$ cat src/rtl/oam_dma.sv
// ---------------------------------------------------------------------------
// oam_dma
//   Sprite-memory DMA engine. A write to the DMA page register halts the CPU
//   and copies 256 bytes from CPU page P ({P,00}..{P,FF}) into the PPU OAMDATA
//   register, one read cycle followed by one write cycle per byte.
//
//   Optional build macro: OAM_DMA_ALIGN_EN
//     defined   : when the HALT cycle falls on odd parity (ph=1), one idle ALIGN
//                 cycle is inserted before the first read (busy 514 cycles).
//     undefined : HALT always proceeds straight to READ (busy 513 cycles).
// ---------------------------------------------------------------------------
module oam_dma #(
    parameter logic [2:0] OAMDATA_SEL = 3'h4
) (
    input  logic        clk,
    input  logic        rst,
    input  logic        dma_we,
    input  logic [7:0]  cpu_data_i,
    input  logic [7:0]  mem_data_i,
    output logic        cpu_halt,
    output logic [15:0] mem_addr_o,
    output logic        mem_rd,
    output logic        ppu_cs,
    output logic        ppu_rw,
    output logic [2:0]  ppu_sel,
    output logic [7:0]  ppu_data_o,
    output logic        busy,
    output logic        done
);

`ifdef OAM_DMA_ALIGN_EN
    localparam bit ALIGN_ON = 1'b1;
`else
    localparam bit ALIGN_ON = 1'b0;
`endif

    typedef enum logic [2:0] {
        IDLE  = 3'd0,
        HALT  = 3'd1,
        ALIGN = 3'd2,
        READ  = 3'd3,
        WRITE = 3'd4
    } state_t;

    state_t      state;
    state_t      state_nxt;

    logic        ph;       // free-running cycle parity
    logic [7:0]  page;     // latched source page P
    logic [7:0]  idx;      // byte index within the page
    logic [7:0]  data_q;   // last byte written to OAMDATA, held between writes
    logic [2:0]  sel_q;    // last register select, held between writes
    logic        done_q;

    logic        last_byte;
    assign last_byte = (idx == 8'hFF);

    // Parity bit toggles on every clock regardless of state.
    always_ff @(posedge clk or posedge rst) begin
        if (rst) begin
            ph <= 1'b0;
        end else begin
            ph <= ~ph;
        end
    end

    // State register.
    always_ff @(posedge clk or posedge rst) begin
        if (rst) begin
            state <= IDLE;
        end else begin
            state <= state_nxt;
        end
    end

    // Next-state logic; dma_we is only looked at in IDLE, so it is ignored while busy.
    always_comb begin
        state_nxt = state;
        case (state)
            IDLE: begin
                if (dma_we) begin
                    state_nxt = HALT;
                end
            end
            HALT: begin
                state_nxt = (ph && ALIGN_ON) ? ALIGN : READ;
            end
            ALIGN: begin
                state_nxt = READ;
            end
            READ: begin
                state_nxt = WRITE;
            end
            WRITE: begin
                state_nxt = last_byte ? IDLE : READ;
            end
            default: begin
                state_nxt = IDLE;
            end
        endcase
    end

    // Page latch and byte index: captured on start, stepped after each OAMDATA write.
    always_ff @(posedge clk or posedge rst) begin
        if (rst) begin
            page <= '0;
            idx  <= '0;
        end else begin
            if (state == IDLE && dma_we) begin
                page <= cpu_data_i;
                idx  <= '0;
            end else if (state == WRITE && !last_byte) begin
                idx <= idx + 8'd1;
            end
        end
    end

    // Hold registers for the PPU-facing data/select, plus the completion pulse.
    always_ff @(posedge clk or posedge rst) begin
        if (rst) begin
            data_q <= '0;
            sel_q  <= '0;
            done_q <= 1'b0;
        end else begin
            if (state == WRITE) begin
                data_q <= mem_data_i;
                sel_q  <= OAMDATA_SEL;
            end
            done_q <= (state == WRITE) && last_byte;
        end
    end

    // Output decode. During WRITE the read data is forwarded straight to the PPU
    // so it is valid while ppu_cs is high; afterwards the registered copy holds it.
    always_comb begin
        busy       = (state != IDLE);
        cpu_halt   = (state != IDLE);
        mem_rd     = (state == READ);
        mem_addr_o = (state == READ) ? {page, idx} : '0;
        ppu_cs     = (state == WRITE);
        ppu_rw     = (state != WRITE);
        ppu_sel    = (state == WRITE) ? OAMDATA_SEL : sel_q;
        ppu_data_o = (state == WRITE) ? mem_data_i : data_q;
        done       = done_q;
    end

endmodule

$ cat config.mk
export PLATFORM = sky130hd
export DESIGN_NAME = oam_dma
export DESIGN_NICKNAME = d
export VERILOG_FILES = /design/src/rtl/oam_dma.sv
export SDC_FILE = /design/constraint.sdc
export NUM_CORES = 1
export LEC_CHECK = 0
export CAP_MARGIN = 20
export CORE_UTILIZATION = 45
export CTS_BUF_LIST = sky130_fd_sc_hd__clkbuf_16
export CTS_CLUSTER_DIAMETER = 50
export DETAILED_ROUTE_END_ITERATION = 8
export GPL_ROUTABILITY_DRIVEN = 0
export PLACE_DENSITY = 0.84
export SLEW_MARGIN = 20
export SYNTH_ARGS = -nofsm -noshare
export SYNTH_HDL_FRONTEND = slang
export SYNTH_SLANG_ARGS = --single-unit
$ cat constraint.sdc
create_clock -name clk -period 2.2 [get_ports clk]
set_clock_uncertainty 0.15 [all_clocks]
set_input_delay 0.44 -clock clk [delete_from_list [all_inputs] [get_ports clk]]
set_output_delay 0.44 -clock clk [all_outputs]
set_load 0.02 [all_outputs]
=== After elaboration in Yosys (flattened, before gate mapping) ===
Cells that the tools add are included.

* Multiply operators: 0
* Equal/unequal tests: 7
* Magnitude comparators: 0
* Add/sub/neg operators: 1
* Reductions and logical operators: 8
* Bitwise logic cells: 0
* Mux-type cells: 8
* Divide/modulo/power cells: 0
* Shift operators: 0

{| class="wikitable"
|+ Operators with widths
! operator !! count
|-
| $mux 8 || 3
|-
| $mux 16 || 1
|-
| $pmux 3 s4 || 1
|-
| $add 8x1->8 const B || 1
|-
| $eq 8x8->1 const B || 1
|-
| $eq 3x2->1 const B || 2
|-
| $mux 3 || 2
|-
| $eq 3x1->1 const B || 1
|-
| $eq 3x3->1 const B || 1
|-
| $logic_and 1x1->1 || 3
|-
| $logic_not 3->1 || 1
|-
| $ne 3x3->1 const B || 1
|-
| $reduce_bool 3->1 || 1
|-
| $mux 2 || 1
|-
| $ne 2x2->1 const B || 1
|-
| $reduce_bool 2->1 || 1
|-
| $reduce_or 2->1 || 1
|-
| $logic_not 1->1 || 1
|}

* Input port bits: 19
* RAM bits: 0
* Output and inout port bits: 33
* Logic and storage cells: 30
* ROM bits: 0
* Memories: 0
* Bits in latches: 0
* Bits in registers: 31

=== Depth between registers and ports, before layout ===
Gate-level depths: netlist of run 1.

* Word-level depth: 5
* Mapped depth: 6

=== Worst setup path before layout of run 1 ===
No wires, ideal clock.

* Path type: reg2out
* From: register state[0]
* To: output port ppu_data_o[0]
* Path slack: 0.227 ns
* Stages on the path, launching flop included: 6
* Arrival time: 1.383 ns
* Required time: 1.610 ns
* Cell sequence: dfrtp_1 > or3b_1 > buf_6 > clkbuf_1 > nand2_1 > nand2_1

* Cells in the longest elaborated chain, start to end: 2

{| class="wikitable"
|+ Ends and longest elaborated chain
! element !! RTL line !! text
|-
| start, declared || 45 || <nowiki>state_t state;</nowiki>
|-
| start signal, assigned || 72 || <nowiki>state <= state_nxt;</nowiki>
|-
| $eq 3x3->1 || 143 || <nowiki>ppu_data_o = (state == WRITE) ? mem_data_i : data_q;</nowiki>
|-
| $mux 8 || n/a ||
|-
| end, declared || 26 || <nowiki>output logic [7:0] ppu_data_o,</nowiki>
|}

No other way between the ends.

==> results.sh, run 1 <==
export IMPL_io_buffers=51
export IMPL_antenna_found_initial=0
export IMPL_layout_common_cells="dfrtp_1, nand2_1, and2_1, buf_2, clkdlybuf4s50_1"
export IMPL_overflow=0
export IMPL_drc=0
export IMPL_grt_max_degree=17
export IMPL_fp_dieH_um=60.65
export IMPL_drv_cap=0
export IMPL_dr_total_vias=1340
export IMPL_cts_htree_levels=2
export IMPL_cp_slowest_stage_delay_ps=450
export IMPL_synth_main_ff_cell="dfrtp_1"
export IMPL_grt_setup_unrepaired="false"
export IMPL_clock_root_buffer="clkbuf_16"
export IMPL_ios=52
export IMPL_worst_slew_pin_slew_ps=332.5
export IMPL_swShare_pct=36.97
export IMPL_p_comb_share_pct=46.5
export IMPL_async_reset_ff_share_pct=100.0
export IMPL_fillerInstances=261
export IMPL_power_switching_mw=1.039
export IMPL_drive_above_1_share_pct=29.27
export IMPL_leakage_nw=1.073
export IMPL_p_clk_share_pct=22.3
export IMPL_hold_viol=0
export IMPL_chipWidth_um=60.65
export IMPL_vias_per_cell=5.382
export IMPL_synthDistinctLibCells=39
export IMPL_insertion_delay_ps=270
export IMPL_finalCritPeriodShare_pct=98.34
export IMPL_synth_area_mm2=0.001548
export IMPL_post_dp_hpwl_um=2716
export IMPL_required_ps=1610
export IMPL_drv_slew=0
export IMPL_timing_rr_start="idx[0]"
export IMPL_whs_ps=327.0
export IMPL_seqPwrFrac_pct=31.2
export IMPL_post_route_min_period_ps=2163
export IMPL_timing_fmax_mhz=462.2
export IMPL_rrSetupSlack_ps=440
export IMPL_wirelength_um=3980
export IMPL_grt_pass1_vias=1329
export IMPL_path_cells="or3b_4 > and2_1 > clkdlybuf4s15_1"
export IMPL_antenna_cells=0
export IMPL_setup_viol=0
export IMPL_cp_top_family="simple AND/OR/NAND/NOR gates"
export IMPL_multi_input_area_um2=689.4
export IMPL_setup_worst_path_end_class="output port"
export IMPL_seq_area_frac_synth_pct=50.12
export IMPL_drt_iter0_markers=52
export IMPL_regArea_um2=775.7
export IMPL_p_int_mw=1.772
export IMPL_wl_per_cell_um=15.98
export IMPL_start_util_pct=49.09
export IMPL_synth_cells=143
export IMPL_ys_warn_count=0
export IMPL_cts_buffer_depth=2
export IMPL_stdcell_area_mm2=0.002182
export IMPL_nets=225
export IMPL_synth_avg_cell_area_um2=10.82
export IMPL_max_slew_margin_pct=77.55
export IMPL_worstHoldPathCells=2
export IMPL_cpMaxStageDelayCell="or3b_4"
export IMPL_reg2reg_depth=4
export IMPL_ant_nets=0
export IMPL_cts_setup_buffers=0
export IMPL_total_power_mw=2.811
export IMPL_critPathMaxFanout=6
export IMPL_status="finished clean"
export IMPL_peakVddDrop_v=0.0009500
export IMPL_final_common_cell="dfrtp_1"
export IMPL_core_area_mm2=0.003153
export IMPL_synth_edf_count=0
export IMPL_place_area_mm2=0.002162
export IMPL_cts_sinks=31
export IMPL_hold_path_class="reg2reg"
export IMPL_r2r_end="idx[1]"
export IMPL_row_count=20
export IMPL_area_growth_pct=40.99
export IMPL_cts_tree="done"
export IMPL_cts_buffers_inserted=5
export IMPL_worst_setup_path_start_kind="flip-flop"
export IMPL_first_pass_iters=4
export IMPL_critPathArrivalTime_ps=1570
export IMPL_grt_usage_pct=23.74
export IMPL_final_util_pct=69.21
export IMPL_ys_ff_latch=31
export IMPL_worst_setup_path_type="reg2out"
export IMPL_cts_clk_slew_worst_paths_ps=50
export IMPL_worst_path_buf_inv=1
export IMPL_hold_end="data_q[1]"
export IMPL_power_density_mw_per_mm2=1288
export IMPL_die_area_mm2=0.003678
export IMPL_synth_nets=163
export IMPL_hold_start="data_q[1]"
export IMPL_grt_pass1_wl_um=6265
## worst min-delay path: cells and delay by family (launching register included)
| family | cells | cell delay [ps] |
|---|---|---|
| and+or+nand+nor | 2 | 120 |
| DFF | 1 | 310 |
## flip-flops by register name, summed over array words and instances (netlist names)
| name | flops |
|---|---|
| state | 3 |
| done | 1 |
| page | 8 |
| sel_q | 3 |
| idx | 8 |
| data_q | 8 |
## final cells by class
cell class                      count  area share, %
Clock inverter                      2         0.4014
Sequential cell                    31          35.55
Timing Repair Buffer               65          23.45
Clock buffer                        5          5.734
Tap cell                           44          2.523
Inverter                            3         0.7454
Multi-Input combinational cell     99          31.59
## cells by family (layout without fill, tap and decap cells)
group           Yosys count  after routing  share of synthesized area (%)
buf+inv                  13             75                          5.498
fa+ha+maj                 1              1                         0.8083
flops                    31             31                          50.12
compound gates           18             18                          9.620
mux                      10             10                          8.569
simple gates             70             70                          25.38
## cell usage after synthesis, drive strengths merged (2+ instances only)
cell type	n	area, um^2
or3b	3	26.28
nand2b	3	18.77
mux2i	2	20.02
nand3	3	15.01
and3b	2	17.52
buf	6	51.30
a41oi	4	35.03
a211oi	2	15.01
a311oi	3	32.53
o21ai	2	13.76
a21oi	2	10.01
and2	20	125.1
dfrtp	31	775.7
nor2	5	18.77
nand2	26	97.59
mux2	8	112.6
clkbuf	4	17.52
inv	2	7.510
and3	2	12.51
## through the flow
step | TNS, ps | setup slack, ps | cells
2_1_floorplan | 0 | 226.6 | 143
3_3_place_gp | -684.0 | -85.57 | 242
3_5_place_dp | -1247 | -134.5 | 242
4_1_cts | 0 | 0.6787 | 249
5_1_grt | 0 | 1.578 | 249
6_report | 0 | 36.58 | 249
## worst max-delay path by stage
| stage | from | end | slack, ps | cells after the start |
|---|---|---|---|---|
| finish | state[0] | ppu_sel[1] | 40 | 3 |
| global route | state[2] | busy | 2 | 4 |
| CTS | state[1] | mem_addr_o[6] | 0.7 | 5 |
| detailed placement | state[0] | ppu_data_o[0] | -130 | 5 |
| global placement | state[0] | ppu_data_o[1] | -90 | 5 |
| floorplan | state[0] | ppu_data_o[0] | 230 | 5 |
## routing by layer
metal  GRT usage [%]  up-vias  routed length (um)
met1           30.26      664                1652
li1                -      618                   -
met2           39.72       53                2045
met4           7.468        0                  39
met5               0        -                   0
met3           6.183        5                 242
## power groups by stage
stage	Sequential, mW	Clock, mW	Combinational [mW]
2_1_floorplan	0.842	0	0.865
3_3_place_gp	0.864	0	1.40
3_5_place_dp	0.876	0	1.44
4_1_cts	0.876	0.626	1.33
5_1_grt	0.895	0.661	1.42
6_report	0.876	0.626	1.31
## timing repair
item	in CTS	in global routing
gates resized for setup	86	22
hold buffers	0	0
endpoints found under the setup margin	32	24
endpoints found under the hold margin	0	0
Note: power is estimated with default switching activity, not from simulation.
==> run 2: changes to the inputs <==
Settings changed: CAP_MARGIN 20 to default, CORE_MARGIN from default to 2.
==> results.sh, run 2 (synthesis results as in run 1) <==
export IMPL_wirelength_um=3681
export IMPL_max_slew_margin_pct=73.76
export IMPL_row_count=21
export IMPL_cts_clk_slew_worst_paths_ps=50
export IMPL_core_area_mm2=0.003311
export IMPL_clock_root_buffer="clkbuf_16"
export IMPL_required_ps=1610
export IMPL_critPathArrivalTime_ps=1570
export IMPL_power_density_mw_per_mm2=1277
export IMPL_grt_max_degree=32
export IMPL_fin_ws_ps=38.15
export IMPL_setup_viol=0
export IMPL_setup_worst_path_end_class="output port"
export IMPL_place_area_mm2=0.002155
export IMPL_die_area_mm2=0.003924
export IMPL_layout_common_cells="dfrtp_1, nand2_1, buf_2"
export IMPL_finalCritPeriodShare_pct=98.27
export IMPL_final_common_cell="dfrtp_1"
export IMPL_insertion_delay_ps=270
export IMPL_timing_fmax_mhz=462.6
export IMPL_status="finished clean"
export IMPL_cp_slowest_stage_delay_ps=440
export IMPL_hold_path_class="reg2reg"
export IMPL_dr_total_vias=1286
export IMPL_area_growth_pct=39.21
export IMPL_io_buffers=51
export IMPL_grt_pass1_vias=1342
export IMPL_cts_htree_levels=2
export IMPL_wl_per_cell_um=14.78
export IMPL_grt_usage_pct=20.66
export IMPL_drv_slew=0
export IMPL_grt_pass1_wl_um=6279
export IMPL_drc=0
export IMPL_first_pass_iters=4
export IMPL_cts_buffer_depth=2
export IMPL_grt_setup_unrepaired="false"
export IMPL_cts_buffers_inserted=5
export IMPL_path_cells="or3b_4 > buf_4 > dlygate4sd2_1"
export IMPL_cpMaxStageDelayCell="or3b_4"
export IMPL_cts_sinks=31
export IMPL_ios=52
export IMPL_post_dp_hpwl_um=2568
export IMPL_start_util_pct=46.75
export IMPL_critPathMaxFanout=6
export IMPL_stdcell_area_mm2=0.002155
export IMPL_hold_viol=0
export IMPL_overflow=0
export IMPL_post_route_min_period_ps=2162
export IMPL_antenna_found_initial=0
export IMPL_worst_setup_path_start_kind="flip-flop"
export IMPL_nets=222
export IMPL_drt_iter0_markers=36
export IMPL_fp_dieH_um=62.65
export IMPL_ant_nets=0
export IMPL_antenna_cells=0
export IMPL_cts_setup_buffers=0
export IMPL_largestRegisters="data_q: 8 flops, idx: 8 flops, page: 8 flops"
export IMPL_leakage_nw=1.061
export IMPL_dp_slack_ps=-115.8
export IMPL_peakVddDrop_v=0.0006921
export IMPL_worst_setup_path_type="reg2out"
export IMPL_worst_slew_pin_slew_ps=393.7
export IMPL_chipWidth_um=62.65
export IMPL_drv_cap=0
export IMPL_drive_above_1_share_pct=29.56
export IMPL_vias_per_cell=5.165
export IMPL_cts_tree="done"
-- run 2: what timing repair did --
| action | CTS | global route |
|---|---|---|
| hold endpoints to repair | 0 | 0 |
| resized for setup | 92 | 21 |
| endpoints found under the setup margin | 32 | 20 |
| pin swaps | 0 | 0 |
| hold buffers | 0 | 0 |
-- run 2: through the flow --
stage	utilization (%)	hold WS, ps	TNS (ps)	power [mW]	cells
final	65.08	314.8	0	2.751	249
after global routing	65.08	344.6	0	2.924	249
after CTS	68.48	321.8	0	2.830	249
after detailed placement	65.08	311.4	-1615	2.312	241
after global placement	65.08	306.7	-698.4	2.256	241
after floorplan	-	322.1	0	1.706	143
-- run 2: layout make-up --
| cell class | count | area (um^2) |
|---|---|---|
| fill | 283 | 1156 |
| sequential | 31 | 775.7 |
| multi-input combinational | 99 | 690.7 |
| timing repair buffer | 62 | 478.0 |
| clock buffer | 5 | 125.1 |
| tap | 46 | 57.56 |
| inverter | 3 | 16.27 |
| clock inverter | 3 | 11.26 |
-- run 2: worst paths after layout --
kind	from	end	slack, ps	cells after the start
setup / recovery	state[0]	ppu_rw	40	3
hold / removal	sel_q[2]	sel_q[2]	310	1
setup reg to reg	idx[0]	idx[1]	460	4
hold reg to reg	sel_q[2]	sel_q[2]	310	1
max in group asynchronous	rst	state[1]	1140	3
min in group asynchronous	rst	page[5]	470	3
-- run 2: critical path, delay by kind of cell (launching register included) --
kind	cells	cell delay (ps)
and+or+nand+nor	1	440
DFF	1	370
buffers and inverters	2	490
-- run 2: power breakdown --
part / switching (mW) / internal [mW]
Combinational: 0.689 / 0.575
Clock: 0.213 / 0.404
Sequential: 0.0981 / 0.772
-- run 2: routing by layer --
metal	track usage (%)	part of all wire, %	vias up
met2	35.48	51	36
li1	-	-	612
met1	24.41	43	632
met4	6.944	1.8	0
met3	6.667	4.1	6
met5	0	0	-
==> run 3: changes to the inputs <==
Settings changed: CELL_PAD_IN_SITES_DETAIL_PLACEMENT from default to 1, CELL_PAD_IN_SITES_GLOBAL_PLACEMENT from default to 1, CORE_ASPECT_RATIO from default to 0.6, CORE_UTILIZATION 45 to 34.
==> results.sh, run 3 (synthesis results as in run 1) <==
export IMPL_reg2reg_depth=4
export IMPL_fp_dieH_um=56.26
export IMPL_first_pass_iters=4
export IMPL_worst_path_buf_inv=2
export IMPL_area_growth_pct=43.01
export IMPL_ant_nets=0
export IMPL_layout_common_cells="dfrtp_1, nand2_1, buf_2"
export IMPL_die_area_mm2=0.005126
export IMPL_chipWidth_um=91.11
export IMPL_row_count=18
export IMPL_hold_path_class="reg2reg"
export IMPL_swShare_pct=36.33
export IMPL_grt_max_degree=32
export IMPL_fin_ws_ps=38.99
export IMPL_post_route_min_period_ps=2161
export IMPL_required_ps=1610
export IMPL_r2r_end="idx[1]"
export IMPL_grt_use_met3_pct=8.456
export IMPL_path_cells="or3b_4 > buf_6 > and2_1 > buf_2"
export IMPL_io_buffers=51
export IMPL_wirelength_um=4470
export IMPL_nets=222
export IMPL_gr_usage_met1_pct=25.32
export IMPL_cts_buffers_inserted=5
export IMPL_cp_slowest_stage_delay_ps=440
export IMPL_final_util_pct=52.28
export IMPL_drv_cap=0
export IMPL_grt_pass1_wl_um=7652
export IMPL_setup_worst_path_end_class="output port"
export IMPL_leakage_nw=1.080
export IMPL_vias_per_cell=5.053
export IMPL_overflow=0
export IMPL_cpMaxStageDelayCell="or3b_4"
export IMPL_grt_pass1_vias=1466
export IMPL_cts_htree_levels=2
export IMPL_setup_viol=0
export IMPL_p_clk_share_pct=25.6
export IMPL_antenna_found_initial=0
export IMPL_critPathMaxFanout=7
export IMPL_power_switching_mw=1.073
export IMPL_start_util_pct=36.55
export IMPL_p_int_mw=1.881
export IMPL_cts_clk_slew_worst_paths_ps=50
export IMPL_ios=52
export IMPL_hold_start="data_q[7]"
export IMPL_max_slew_margin_pct=73.42
export IMPL_worst_slew_pin_slew_ps=398.7
export IMPL_grt_setup_unrepaired="true"
export IMPL_peakVddDrop_v=0.0007093
export IMPL_cts_buffer_depth=2
export IMPL_timing_rr_start="idx[0]"
export IMPL_worstHoldPathCells=2
export IMPL_power_density_mw_per_mm2=1335
export IMPL_dr_total_vias=1324
export IMPL_status="finished clean"
export IMPL_critPathArrivalTime_ps=1570
export IMPL_hold_viol=0
export IMPL_cts_tree="done"
export IMPL_seqPwrFrac_pct=29.6
export IMPL_post_dp_hpwl_um=3189
export IMPL_use_met2_pct=30.16
export IMPL_timing_fmax_mhz=462.7
export IMPL_stdcell_area_mm2=0.002213
export IMPL_hold_end="data_q[7]"
export IMPL_drive_above_1_share_pct=30.20
export IMPL_finalCritPeriodShare_pct=98.23
export IMPL_p_comb_share_pct=44.7
export IMPL_dp_slack_ps=-132.0
export IMPL_drc=0
export IMPL_antenna_cells=0
export IMPL_largestRegisters="data_q: 8 flops, idx: 8 flops, page: 8 flops"
export IMPL_final_common_cell="dfrtp_1"
export IMPL_insertion_delay_ps=280
export IMPL_grt_usage_pct=19.47
export IMPL_wl_per_cell_um=17.06
export IMPL_core_area_mm2=0.004234
export IMPL_rrSetupSlack_ps=370
export IMPL_place_area_mm2=0.002172
export IMPL_worst_setup_path_start_kind="flip-flop"
export IMPL_grt_busiest_layer="met2"
export IMPL_clock_root_buffer="clkbuf_16"
export IMPL_final_cells=262
export IMPL_drt_iter0_markers=69
export IMPL_drv_slew=0
export IMPL_worst_setup_path_type="reg2out"
export IMPL_cts_sinks=31
export IMPL_dp_cells=255
export IMPL_cp_top_family="simple AND/OR/NAND/NOR gates"
[run 3: cell type report]
| type | count | area (um^2) |
|---|---|---|
| fill | 490 | 2021 |
| sequential | 31 | 775.7 |
| multi-input combinational | 99 | 690.7 |
| timing repair buffer | 62 | 496.7 |
| clock buffer | 5 | 125.1 |
| tap | 60 | 75.07 |
| clock inverter | 2 | 33.78 |
| inverter | 3 | 16.27 |
[run 3: what timing repair did]
| action | CTS | global route |
|---|---|---|
| pin swaps | 0 | 1 |
| hold buffers | 0 | 0 |
| cloned | 0 | 0 |
| buffers inserted | 0 | 0 |
| endpoints found under the setup margin | 32 | 13 |
| gates resized for setup | 115 | 6 |
[run 3: metal layers]
layer	vias up	wire [um]	share of wire, %
met5	-	0	0
met4	0	38	0.85
met3	4	381	8.5
met2	59	2083	47
met1	649	1966	44
li1	612	-	-
[run 3: worst max path at each step]
stage,from,end,depth (start not counted)
3_5_place_dp,state[0],ppu_sel[0],4
6_report,state[1],ppu_sel[1],4
5_1_grt,state[1],ppu_sel[1],4
2_1_floorplan,state[0],ppu_data_o[0],5
3_3_place_gp,state[0],ppu_sel[0],4
4_1_cts,state[0],ppu_sel[0],4
[run 3: power groups by stage]
stage | clock, mW | sequential [mW] | combinational (mW)
final | 0.758 | 0.875 | 1.32
after global placement | 0 | 0.863 | 1.41
after floorplan | 0 | 0.842 | 0.865
after CTS | 0.773 | 0.878 | 1.32
after detailed placement | 0 | 0.886 | 1.47
after global routing | 0.806 | 0.898 | 1.42
[run 3: through the flow]
stage / setup TNS (ps) / power [mW] / hold WS (ps)
6_report: 0 / 2.954 / 333.8
3_3_place_gp: -940.9 / 2.268 / 305.2
2_1_floorplan: 0 / 1.706 / 322.1
3_5_place_dp: -1847 / 2.358 / 298.8
4_1_cts: 0 / 2.969 / 333.2
5_1_grt: -1.652 / 3.127 / 367.9
[run 3: worst min-delay path: stages (launching register included)]
cell	delay (ps)
dfrtp_1	320
nand2_1	50
nand2_1	70
